$ cat config.mk
export PLATFORM = sky130hd
export DESIGN_NAME = isqrt_seq_engine
export DESIGN_NICKNAME = d
export VERILOG_FILES = /design/src/rtl/isqrt_pkg.sv /design/src/rtl/isqrt_step.sv /design/src/rtl/isqrt_seq_engine.sv
export SDC_FILE = /design/constraint.sdc
export NUM_CORES = 1
export LEC_CHECK = 0
export CORE_ASPECT_RATIO = 0.5
export CORE_MARGIN = 2
export CORE_UTILIZATION = 57
export CTS_CLUSTER_SIZE = 24
export DETAILED_ROUTE_END_ITERATION = 10
export GPL_TIMING_DRIVEN = 0
export PLACE_DENSITY_LB_ADDON = 0.12
export SLEW_MARGIN = 20
export SYNTH_ARGS = -nofsm -noshare
export SYNTH_HDL_FRONTEND = slang
export SYNTH_SLANG_ARGS = --single-unit
$ cat constraint.sdc
create_clock -name clk -period 5.4 [get_ports clk]
set_clock_uncertainty 0.15 [all_clocks]
set_input_delay 1.08 -clock clk [delete_from_list [all_inputs] [get_ports clk]]
set_output_delay 1.08 -clock clk [all_outputs]
set_load 0.1 [all_outputs]
$ cat src/rtl/isqrt_pkg.sv
// Shared types and width helpers for the sequential integer square-root engine.
package isqrt_pkg;

    typedef enum logic {
        IDLE = 1'b0,
        CALC = 1'b1
    } isqrt_state_e;

    localparam int unsigned RADICAL_W_DEFAULT = 8;

    function automatic int unsigned isqrt_q_w(input int unsigned radical_w);
        return radical_w / 2;
    endfunction

    // The remainder needs one bit more than the root, since it can reach 2*q.
    function automatic int unsigned isqrt_rem_w(input int unsigned radical_w);
        return radical_w / 2 + 1;
    endfunction

endpackage

$ cat src/rtl/isqrt_step.sv
// One restoring digit-by-digit square-root iteration; purely combinational.
module isqrt_step #(
    parameter int unsigned Q_W   = 4,
    parameter int unsigned REM_W = Q_W + 1
) (
    input  logic [REM_W:0] prem,
    input  logic [Q_W-1:0] root,
    input  logic [1:0]     digit,
    output logic [REM_W:0] prem_next,
    output logic [Q_W-1:0] root_next
);

    logic [REM_W+1:0] t;
    logic [REM_W+1:0] trial;
    logic [REM_W+1:0] diff;
    logic             ge;

    // prem never exceeds 2*root, so dropping its guard bit here loses nothing.
    assign t         = (REM_W + 2)'({prem, digit});
    assign trial     = {1'b0, root, 2'b01};
    assign diff      = t - trial;
    assign ge        = (t >= trial);
    assign prem_next = ge ? diff[REM_W:0] : t[REM_W:0];
    assign root_next = Q_W'({root, ge});

endmodule

$ cat src/rtl/isqrt_seq_engine.sv
// Multi-cycle integer square root, one root bit per clock.
// Optional: define ISQRT_AUTOSTART_EN to start automatically when radical changes.
module isqrt_seq_engine
    import isqrt_pkg::*;
#(
    parameter int unsigned RADICAL_W = RADICAL_W_DEFAULT,
    parameter int unsigned Q_W       = isqrt_q_w(RADICAL_W),
    parameter int unsigned REM_W     = isqrt_rem_w(RADICAL_W)
) (
    input  logic                 clk,
    input  logic                 areset_n,
    input  logic [RADICAL_W-1:0] radical,
    input  logic                 start,
    output logic [Q_W-1:0]       q,
    output logic [REM_W-1:0]     remainder,
    output logic                 busy,
    output logic                 done
);

    localparam int unsigned CNT_W = (Q_W > 1) ? $clog2(Q_W) : 1;

    isqrt_state_e         state;
    logic [RADICAL_W-1:0] op;
    logic [Q_W-1:0]       root;
    logic [REM_W:0]       prem;
    logic [CNT_W-1:0]     cnt;
    logic [Q_W-1:0]       root_nxt;
    logic [REM_W:0]       prem_nxt;
    logic                 start_go;

`ifdef ISQRT_AUTOSTART_EN
    logic [RADICAL_W-1:0] last_op;

    // A radical that differs from the last one computed acts as an implicit start.
    assign start_go = start | (radical != last_op);

    always_ff @(posedge clk or negedge areset_n) begin
        if (!areset_n) begin
            last_op <= '0;
        end else if (state == IDLE && start_go) begin
            last_op <= radical;
        end
    end
`else
    assign start_go = start;
`endif

    isqrt_step #(
        .Q_W   (Q_W),
        .REM_W (REM_W)
    ) u_step (
        .prem      (prem),
        .root      (root),
        .digit     (op[RADICAL_W-1 -: 2]),
        .prem_next (prem_nxt),
        .root_next (root_nxt)
    );

    always_ff @(posedge clk or negedge areset_n) begin
        if (!areset_n) begin
            state     <= IDLE;
            op        <= '0;
            root      <= '0;
            prem      <= '0;
            cnt       <= '0;
            q         <= '0;
            remainder <= '0;
            busy      <= 1'b0;
            done      <= 1'b0;
        end else begin
            done <= 1'b0;
            case (state)
                IDLE: begin
                    if (start_go) begin
                        op    <= radical;
                        root  <= '0;
                        prem  <= '0;
                        cnt   <= CNT_W'(Q_W - 1);
                        busy  <= 1'b1;
                        state <= CALC;
                    end
                end
                CALC: begin
                    op   <= op << 2;
                    root <= root_nxt;
                    prem <= prem_nxt;
                    cnt  <= cnt - 1'b1;
                    if (cnt == '0) begin
                        q         <= root_nxt;
                        remainder <= prem_nxt[REM_W-1:0];
                        done      <= 1'b1;
                        busy      <= 1'b0;
                        state     <= IDLE;
                    end
                end
            endcase
        end
    end

endmodule

==> results of run 1 <==
[Yosys cell counts (2+ instances only)]
cell type / number / area (µm²)
nor3b_1: 2 / 15.01
inv_1: 10 / 37.54
nand3_1: 3 / 15.01
clkbuf_1: 6 / 22.52
o21ai_0: 10 / 50.05
nand2b_1: 2 / 12.51
xnor2_1: 2 / 17.52
o31ai_1: 4 / 30.03
nor2_1: 9 / 33.78
a21oi_1: 4 / 20.02
nand2_1: 16 / 60.06
nor3_1: 2 / 10.01
dfrtp_1: 31 / 775.7
a22o_1: 2 / 17.52
a21o_1: 4 / 30.03
mux2_2: 5 / 56.30
ha_1: 7 / 87.58
mux2i_1: 12 / 120.1
[through the flow]
step | hold slack [ps] | utilization, % | cell area [µm²] | worst slack, ps | cells
floorplan | 294.5 | - | 1543 | 3081 | 146
global placement | 304.5 | 69.18 | 1789 | 2517 | 203
detailed placement | 311.3 | 68.99 | 1784 | 2681 | 203
CTS | 332.6 | 72.13 | 1866 | 2370 | 211
global route | 360.0 | 72.13 | 1866 | 2336 | 211
finish | 333.4 | 72.13 | 1866 | 2373 | 211
[cells by family (layout without fill, tap and decap cells)]
kind of cell / after synthesis / in the layout
mux: 18 / 18
buf+inv: 17 / 45
xor+xnor: 2 / 2
fa+ha+maj: 7 / 7
simple gates: 40 / 40
flops: 31 / 31
compound gates: 31 / 31
[layout make-up]
cell class / count / area [µm²]
inverter: 11 / 41.29
multi-input combinational: 98 / 703.2
tap: 37 / 46.29
sequential: 31 / 775.7
clock buffer: 7 / 76.32
fill: 202 / 720.7
buffer: 6 / 22.52
clock inverter: 1 / 5.005
timing repair buffer: 20 / 195.2
[worst reg2reg max path, cell delays in order, from the launching register on]
cell and delay (ps):
dfrtp_1 350, inv_1 80, ha_1 390, a21o_1 210, a221oi_2 360, o21ai_2 190, mux2_4 340, mux2_2 260
[routing by layer]
metal / share of wire, % / vias up / GRT usage [%]
li1: - / 560 / -
met1: 50 / 538 / 29.17
met2: 42 / 32 / 34.35
met3: 5.9 / 7 / 8.150
met4: 1.9 / 0 / 9.375
met5: 0 / - / 0
[registers in the layout (all words and copies together) (netlist names)]
register and cells:
q 4, cnt 2, root 4, prem 5, done 1, op 8, busy 1, remainder 5
state 1
[worst paths after layout]
path | startpoint | cells past startpoint | slack [ps] | endpoint
max reg2reg | root[0] | 7 | 2970 | remainder[2]
max | busy | 1 | 2370 | busy
min | op[4] | 2 | 330 | op[6]
max in group asynchronous | areset_n | 1 | 3970 | remainder[1]
min in group asynchronous | areset_n | 1 | 690 | prem[3]
min reg2reg | op[4] | 2 | 330 | op[6]
==> impl_metrics.yaml, run 1 <==
sta:
  max-slew-margin-rel_pct: 35.12
  finalWorstPathRequiredPeriod_ps: 3027
  rsz0062_at_grt: "no"
  tightest_slew_ps: 970.1
  hold_viol_final: 0
  fmaxAchievable_ghz: 0.3304
  finalSetupViolCount: 0
  post-route-period-util_pct: 56.06
  slew_viol_final: 0
  tns_ps: 0
grt:
  grt_pass1_vias: 983
  grt_max_degree: 32
  overflow: 0
  grt_usage_pct: 22.21
  antenna_found_initial: 0
  grt_pass1_wl_um: 4892
layout:
  final_common_cell: "dfrtp_1"
  diodes: 0
  area_growth_pct: 20.92
  final_nets: 191
  drive_gt1_share_pct: 9.195
  final_cell_mix: "dfrtp_1 (31), clkdlybuf4s50_1 (19), nand2_1 (16)"
clocking:
  clk_latency_ps: 280
  cts_tree: "built"
  cts.repair.resized: 0
  cts-root-buf: "clkbuf_8"
  path_clk_slew_ps: 70
  cts_hold_buf: 0
  cts_buffers: 5
  cts.sinks: 31
  htree_num_levels: 2
  cts_setup_buffers: 0
  clockBufferDepth: 2
worst_setup_path:
  crit_path_end_kind: "output port"
  worstSetupPathType: "reg -> out"
  cpLargestDelayFamily: "buffers and inverters"
  crit_chain: "clkdlybuf4s50_1"
  cp-start-kind: "register"
  cp_max_fo: 3
  critPathSlowestCell: "clkdlybuf4s50_1"
  path_buf_inv: 1
  critical_path_arrival_ps: 1800
  max_stage_delay_ps: 1140
  cp_data_required_time_ps: 4170
drt:
  drcViolationCount: 0
  totalWireLength_um: 3056
  vias_per_cell: 5.389
  vias: 1137
  drtIter0Drc: 50
  ant_nets: 0
  wire_per_inst_um: 14.48
  drt_first_pass_iters: 6
floorplan:
  die_h_um: 40.79
  dieArea_um2: 3164
  core-area_um2: 2586
  rows: 13
  io_pins: 22
  initial_core_util_pct: 59.65
  die_w_um: 77.58
synth:
  synth-edff-count: 0
  synthFlopType: "dfrtp_1"
  synth_warnings: 0
  synth-compound-area-share_pct: 14.36
  synth_mux_area_share_pct: 12.41
  ys_types: 33
  synthXorXnorAreaFrac_pct: 1.135
  synth-seq-cells: 31
  ys_seq_area_share_pct: 50.28
  yosys.area_share.simple_pct: 12.00
  postSynthAreaPerCell_um2: 10.57
  synth_top_family_by_area: "compound AO/OA/AOI/OAI gates"
  synthAdderAreaFrac_pct: 5.677
  syn_area_um2: 1543
  synth.net_count: 164
  synthCells: 146
  async_flop_share_pct: 100.0
hold_path:
  hold_path_class: "reg -> reg"
placement:
  dp_hpwl_um: 2151
  gp_congestion: 0.7838
  io_buffer_count: 20
flow_run:
  cap_viol_max_count: 0
status:
  status: "complete, no violations"
Power of run 1 is not shown: default switching activity piles up to over one toggle a cycle in this logic, so the estimate is an artifact.
==> run 2: changes to the inputs <==
--- a/config.mk
+++ b/config.mk
@@ -7,7 +7,7 @@
 export LEC_CHECK = 0
 export CORE_ASPECT_RATIO = 0.5
 export CORE_MARGIN = 2
-export CORE_UTILIZATION = 57
+export CORE_UTILIZATION = 48
 export CTS_CLUSTER_SIZE = 24
 export DETAILED_ROUTE_END_ITERATION = 10
 export GPL_TIMING_DRIVEN = 0
==> constraint.sdc (replaced) <==
create_clock -name clk -period 2.45 [get_ports clk]
set_clock_uncertainty 0.15 [all_clocks]
set_input_delay 0.49 -clock clk [delete_from_list [all_inputs] [get_ports clk]]
set_output_delay 0.49 -clock clk [all_outputs]
set_load 0.1 [all_outputs]
==> run 2 against run 1 <==
Compared with the run above: sequential share of layout area shrank 1.9 points; first-iteration DRC count decreased by 4.0%; non-clock buffer count is 2 higher; design area up 4.8%; utilization shrank 7.6 points; highest routed layer unchanged.
==> impl_metrics.yaml, run 2 (synthesis results as in run 1) <==
status:
  status: "complete, no violations"
layout:
  top_regs: "op (8), prem (5), remainder (5)"
  area_growth_pct: 26.68
  final_common_cell: "dfrtp_1"
  final_nets: 193
  largest-register: "op"
  final_cell_mix: "dfrtp_1 (31), nand2_1 (16), clkdlybuf4s50_1 (15)"
  drive_gt1_share_pct: 13.64
  largest_reg_flops: 8
  diodes: 0
  final_util_pct: 64.49
  fin_cells: 216
drt:
  drtIter0Drc: 48
  wire_per_inst_um: 15.07
  ant_nets: 0
  drcViolationCount: 0
  drt_first_pass_iters: 4
  vias_per_cell: 5.315
  vias: 1148
  totalWireLength_um: 3256
sta:
  tns_ps: 0
  rsz0062_at_grt: "no"
  max-slew-margin-rel_pct: 35.15
  slew_viol_final: 0
  tightest_slew_ps: 971.2
  post-route-period-util_pct: 98.30
  fmaxAchievable_ghz: 0.4152
  holdWs_ps: 92.87
  finalWorstPathRequiredPeriod_ps: 2408
  finalSetupViolCount: 0
  hold_viol_final: 0
clocking:
  cts.sinks: 31
  clk_latency_ps: 290
  cts_buffers: 5
  path_clk_slew_ps: 60
  cts_hold_buf: 0
  clockBufferDepth: 2
  cts_tree: "built"
  htree_num_levels: 2
  cts-root-buf: "clkbuf_8"
worst_setup_path:
  worstSetupPathType: "reg -> out"
  cp-start-kind: "register"
  critPathSlowestCell: "clkdlybuf4s50_1"
  critical_path_arrival_ps: 1770
  crit_chain: "clkdlybuf4s50_1"
  crit_path_end_kind: "output port"
  max_stage_delay_ps: 1130
  cpLargestDelayFamily: "buffers and inverters"
  rrSetupSlack_ps: 130
  path_buf_inv: 1
  cp_max_fo: 2
  cp_data_required_time_ps: 1810
placement:
  dp_cells: 206
  io_buffer_count: 20
  gp_congestion: 0.8065
  dp_hpwl_um: 2219
floorplan:
  rows: 14
  initial_core_util_pct: 50.91
  dieArea_um2: 3711
  die_h_um: 44.09
  io_pins: 22
  core-area_um2: 3030
  die_w_um: 84.18
grt:
  grt_pass1_vias: 1117
  antenna_found_initial: 0
  grt_max_degree: 32
  grt_pass1_wl_um: 5478
  overflow: 0
  grt_usage_pct: 20.24
flow_run:
  cap_viol_max_count: 0
hold_path:
  hold_path_class: "in -> async"
## run 2: metal layers
layer	up-vias	GRT usage, %	share of wire [%]
met5	-	0	0
li1	564	-	-
met3	8	6.903	4.2
met1	552	27.14	51
met2	24	29.84	42
met4	0	10.65	2.5
## run 2: final cells by class
type | instances | area, µm²
Buffer | 6 | 22.52
Fill cell | 239 | 1076
Sequential cell | 31 | 775.7
Tap cell | 40 | 50.05
Multi-Input combinational cell | 98 | 726.9
Clock inverter | 2 | 35.03
Clock buffer | 6 | 82.58
Inverter | 11 | 41.29
Timing Repair Buffer | 22 | 220.2
## run 2: per-stage QoR
step	worst slack [ps]	cell area, µm²
2_1_floorplan	214.7	1543
3_3_place_gp	57.44	1793
3_5_place_dp	8.660	1788
4_1_cts	10.65	1917
5_1_grt	1.974	1954
6_report	41.71	1954
## run 2: final timing paths
| check | cells past startpoint | startpoint | end |
|---|---|---|---|
| max | 1 | q[2] | q[2] |
| min | 1 | areset_n | busy |
| max reg2reg | 7 | root[0] | remainder[2] |
| min reg2reg | 1 | cnt[0] | cnt[0] |
| max in group asynchronous | 1 | areset_n | done |
| min in group clk | 1 | cnt[0] | cnt[0] |
## run 2: repair_timing
item,4_1_cts,5_1_grt
pin swaps,0,2
resized for setup,1,9
setup endpoints to repair,1,6
setup buffers,0,2
Power of run 2 is left out for the same reason.
